<file path="config.mk">
export PLATFORM = sky130hd
export DESIGN_NAME = piso_stream
export DESIGN_NICKNAME = d
export VERILOG_FILES = /design/src/rtl/piso_stream.sv
export SDC_FILE = /design/constraint.sdc
export NUM_CORES = 2
export LEC_CHECK = 0
export CORE_AREA = 2 2 307 309
export CTS_BUF_LIST = sky130_fd_sc_hd__clkbuf_16
export CTS_CLUSTER_DIAMETER = 120
export DETAILED_ROUTE_END_ITERATION = 10
export DIE_AREA = 0 0 309 311
export DONT_BUFFER_PORTS = 1
export PLACE_DENSITY = 0.66
export RECOVER_POWER = 100
export SLEW_MARGIN = 10
export SYNTH_ARGS = -nofsm -noshare
export SYNTH_HDL_FRONTEND = slang
export SYNTH_SLANG_ARGS = --single-unit
</file>
<file path="constraint.sdc">
create_clock -name clk -period 2 [get_ports clk]
set_input_delay 0.4 -clock clk [delete_from_list [all_inputs] [get_ports clk]]
set_output_delay 0.4 -clock clk [all_outputs]
set_load 0.05 [all_outputs]
</file>
<file path="src/rtl/piso_stream.sv">
// piso_stream: streams each wide FIFO word out as IN_W/OUT_W slices over valid/ready, with a one-word prefetch.
// Optional build macro PISO_STREAM_UNDERRUN_CNT_EN adds underrun_cnt.
module piso_stream #(
    parameter int IN_W      = 512,
    parameter int OUT_W     = 256,
    parameter bit MSB_FIRST = 1'b1
) (
    input  logic             clk,
    input  logic             rst,
    input  logic             ce,
    input  logic [IN_W-1:0]  fifo_dout,
    input  logic             fifo_empty,
    output logic             fifo_re,
    output logic [OUT_W-1:0] o_data,
    output logic             o_valid,
    input  logic             o_ready,
    output logic             o_first,
    output logic             o_last,
    output logic             busy
`ifdef PISO_STREAM_UNDERRUN_CNT_EN
    ,
    output logic [31:0]      underrun_cnt
`endif
);
    localparam int R     = IN_W / OUT_W;
    localparam int IDX_W = (R > 2) ? $clog2(R) : 1;
    localparam logic [IDX_W-1:0] IDX_LAST = IDX_W'(R - 1);

    generate
        if (R < 2 || (IN_W % OUT_W) != 0) begin : g_bad_ratio
            $error("piso_stream: IN_W must be an integer multiple (at least 2x) of OUT_W");
        end
    endgenerate

    logic [IN_W-1:0]  s_word;
    logic [IN_W-1:0]  p_word;
    logic             s_valid;
    logic             p_valid;
    logic             rd_pend;
    logic [IDX_W-1:0] idx;
    logic             at_last;
    logic             accept;
    logic             drain;
    logic             load_s;
    logic             load_p;
    logic [OUT_W-1:0] slices [R];

    assign at_last = (idx == IDX_LAST);
    assign accept  = s_valid & o_ready & ce;
    assign drain   = accept & at_last;
    assign fifo_re = ce & ~fifo_empty & ~rst & ~rd_pend & (~p_valid | ~s_valid | drain);

    // Returning read data never waits on ce: it goes to S when S is free
    // (or finishing now) and P is empty, otherwise it parks in P.
    assign load_s = rd_pend & (~s_valid | drain) & ~p_valid;
    assign load_p = rd_pend & ~load_s;

    for (genvar k = 0; k < R; k++) begin : g_slice
        if (MSB_FIRST) begin : g_msb
            assign slices[k] = s_word[IN_W-1-k*OUT_W -: OUT_W];
        end else begin : g_lsb
            assign slices[k] = s_word[k*OUT_W +: OUT_W];
        end
    end

    assign o_data  = slices[idx];
    assign o_valid = s_valid;
    assign o_first = s_valid & (idx == '0);
    assign o_last  = s_valid & at_last;
    assign busy    = s_valid | p_valid | rd_pend;

    always_ff @(posedge clk) begin
        if (rst) begin
            s_word  <= '0;
            p_word  <= '0;
            s_valid <= 1'b0;
            p_valid <= 1'b0;
            rd_pend <= 1'b0;
            idx     <= '0;
        end else begin
            rd_pend <= fifo_re;
            if (load_s) begin
                s_word  <= fifo_dout;
                s_valid <= 1'b1;
                idx     <= '0;
            end else if (drain) begin
                idx <= '0;
                if (p_valid) begin
                    s_word <= p_word;
                end else begin
                    s_valid <= 1'b0;
                end
            end else if (accept) begin
                idx <= idx + IDX_W'(1);
            end
            if (load_p) begin
                p_word  <= fifo_dout;
                p_valid <= 1'b1;
            end else if (drain & p_valid) begin
                p_valid <= 1'b0;
            end
        end
    end

`ifdef PISO_STREAM_UNDERRUN_CNT_EN
    // Starved cycles only count once the stream has actually started.
    logic seen_accept;

    always_ff @(posedge clk) begin
        if (rst) begin
            underrun_cnt <= '0;
            seen_accept  <= 1'b0;
        end else begin
            if (accept) begin
                seen_accept <= 1'b1;
            end
            if (ce & o_ready & ~s_valid & seen_accept & ~(&underrun_cnt)) begin
                underrun_cnt <= underrun_cnt + 32'd1;
            end
        end
    end
`endif

endmodule

</file>
==> qor.csv <==
stage;metric;value;unit
layout;post-route cell area;61700;sq um
run_status;failing checks;setup timing;
floorplan;core area;92800;sq um
timing;Final Hold Fails;0;
placement;Inst Count DP;6257;
pwr;P_sw;12.8;mW
synthesis;mapped cell area;47600;sq um
grt;global-route wire length before repair;218000;um
placement;dpl cell area;48900;sq um
floorplan;die area;96100;sq um
layout;leading cell type in the layout, fill and taps excluded;nand2b_1;
pwr;Lkg Pwr;20.1;nW
pwr;PD cells;786;nW/um^2
setup_path;Crit path largest cell delay;420;ps
pwr;clock share of power;0.427;
cts;worst skew pair latency;710;ps
routing;DR iter-0 viols;3405;
pwr;combinational fraction of design power;0.128;
timing;setup TNS;-134470;ps
pwr;P_int;35.7;mW
synthesis;Post-synth EDFFs;0;
routing;final wirelength;149000;um
placement;GP Congestion;0.831;
setup_path;Top cell by count, worst path;buf_12;
grt;global-route congestion overflow total;0;
floorplan;Die Height;311;um
synthesis;top_reg_cell synth;dfxtp_1;
setup_path;worst path cell trace;buf_12 -> buf_12 -> buf_16 -> mux2_4;
timing;Final period util;1.21;
timing;RSZ-0062 raised after global routing;yes;
routing;Final ANT Viol Nets;0;
routing;Via-to-Cell Ratio;5.61;
setup_path;peak fanout along the critical path;12;
routing;DR WL/cell;20.6;um
timing;Worst-Margin Slew;1110;ps
hold_path;worst min path class;primary input to flop;
synthesis;Synth Net Count;5863;
timing;worst hold slack;53.4;ps
setup_path;WP buf/inv;3;
layout;most frequent cells in the layout;nand2b_1 (1025), dfxtp_1 (1024), nand2_1 (962);
grt;met2 Usage GRT;0.464;
pwr;Reg power frac;0.444;
grt;Total GRT Usage;0.279;
cts;CTS Root Cell;clkbuf_16;
setup_path;Setup crit end kind;output pin;
setup_path;cell family with the largest share of critical-path delay;buffers and inverters;
floorplan;row cnt;112;
timing;Final WS setup;-429;ps
setup_path;critical path startpoint category;flop;
synthesis;synth unique cells;27;
synthesis;Async SR Flop Fraction;0;
grt;vias in the first global route;39000;
setup_path;Critical Path AT;2030;ps
timing;relative slew slack;0.260;
layout;register area;20600;sq um
routing;DRC violations left;0;
grt;met1 GRT Util;0.336;
cts;clk sinks;1028;
placement;I/O Buffers;0;
routing;total number of vias;40700;
floorplan;starting density of the core;0.513;
timing;max-slew violations;0;
layout;fin nets;6388;
setup_path;CP Class;flop to output pin;
setup_path;CP required;1600;ps
grt;antenna violations before repair;54;
synthesis;synth warn;0;
synthesis;register area share after synthesis;0.432;
timing;Final setup violation count;857;
grt;GR peak layer;met2;
synthesis;number of synthesized register bits;1028;
layout;Fillers;7041;
synthesis;post-synthesis cell count;5346;
layout;Area growth syn-to-layout;29.6;%
layout;layout cells sized above 1;0.103;
routing;Pre-antenna DRT Iters;6;
pwr;Switching Fraction;0.263;
run_status;status;finished, violations left;
timing;clk_skew;19.5;ps
layout;area of the multi-input gates;25900;sq um
cts;CTS H-tree lvls;3;
grt;M3 GR Usage;0.0767;
pwr;Peak VDD IR;0.806;mV
placement;DP HPWL;85200;um
cts;total CTS buffers;109;
run;max cap viols;0;
cts;Reg clk slew, reported paths;60;ps
synthesis;synthesized area per cell;8.91;sq um
cts;CTS Buffer Depth;3;
cts;CTS tree;yes;
layout;Post-Layout Cell Count;7259;
timing;minimum clock period;2430;ps
floorplan;Die X;309;um
placement;pre-CTS setup slack;-64.6;ps
setup_path;Critical Path Slowest Stage Cell;mux2_4;
timing;f_max;0.412;GHz
grt;largest net degree at the start of global routing;1541;
floorplan;boundary pin count;778;
-- path summary, 6_finish.rpt --
kind	startpoint	endpoint	slack [ps]	depth (start not counted)
hold reg to reg	p_word[169]	p_word[169]	470	2
hold / removal	o_ready	at_last	50	4
setup reg to reg	p_valid	s_word[300]	-240	6
setup / recovery	at_last	o_data[41]	-430	4
-- worst reg2reg max path: stages (launching register included) --
cell and delay (ps):
dfxtp_2 420, clkbuf_2 220, nand2b_1 180, clkbuf_4 550, buf_12 330, nand2_1 120, a311oi_1 310
-- cells in the mapped netlist, types with 2 or more instances --
library cell / count / share of area
a211oi_1: 31 / 0.0049
a21oi_1: 2 / 0.00021
a311oi_1: 481 / 0.088
a31oi_1: 2 / 0.00026
and3_1: 2 / 0.00026
buf_1: 21 / 0.0017
buf_2: 123 / 0.013
buf_4: 52 / 0.0082
clkbuf_1: 287 / 0.023
dfxtp_1: 1028 / 0.43
mux2_2: 256 / 0.061
mux2i_1: 544 / 0.11
nand2_1: 962 / 0.076
nand2b_1: 1025 / 0.13
nor2_1: 515 / 0.041
o21a_1: 2 / 0.00032
o21ai_0: 3 / 0.00032
-- what timing repair did --
| item | in CTS | in global routing |
|---|---|---|
| setup buffers | 22 | 7 |
| resized for setup | 260 | 64 |
| endpoints found under the setup margin | 260 | 917 |
| pin swaps | 3 | 1 |
| gates cloned | 3 | 19 |
| hold endpoints to repair | 1027 | 35 |
| hold buffers | 705 | 2 |
-- kinds of logic (layout without fill, tap and decap cells) --
kind of cell | after synthesis | count (layout) | share of synthesized area
buffers and inverters | 484 | 1104 | 0.0455
multiplexers | 800 | 800 | 0.175
flip-flops | 1028 | 1028 | 0.432
other | 0 | 39 | 0
AND/OR/NAND/NOR | 2510 | 2510 | 0.252
AO/OA/AOI/OAI | 524 | 524 | 0.0950
-- metrics by stage --
step	utilization	total power, mW
after floorplan	-	25.5
after global placement	0.528	26.0
final	0.665	48.5
after CTS	0.657	48.1
after global routing	0.665	50.0
after detailed placement	0.528	26.1
-- flip-flops by register name (all words and copies together) (netlist names) --
name	cells
s_word	512
p_valid	1
p_word	512
rd_pend	1
at_last	1
o_valid	1
-- power groups by stage --
stage	Combinational (mW)	Clock [mW]	Sequential, mW
5_1_grt	6.60	21.8	21.6
2_1_floorplan	3.73	0	21.8
3_5_place_dp	4.10	0	21.9
6_report	6.21	20.7	21.6
3_3_place_gp	4.04	0	21.9
4_1_cts	5.59	20.9	21.5
-- metal layers --
metal,share of wire,up-vias
met5,0.0016,-
met1,0.40,19700
li1,-,19200
met3,0.074,410
met2,0.48,1404
met4,0.046,36
-- area by class of cell --
type	count	area share
Antenna cell	39	0.00158
Clock buffer	109	0.0442
Clock inverter	97	0.0147
Inverter	1	0.0000608
Multi-Input combinational cell	3834	0.419
Sequential cell	1028	0.334
Tap cell	1254	0.0254
Timing Repair Buffer	897	0.161
No activity file was read; power rests on OpenSTA's default activity.
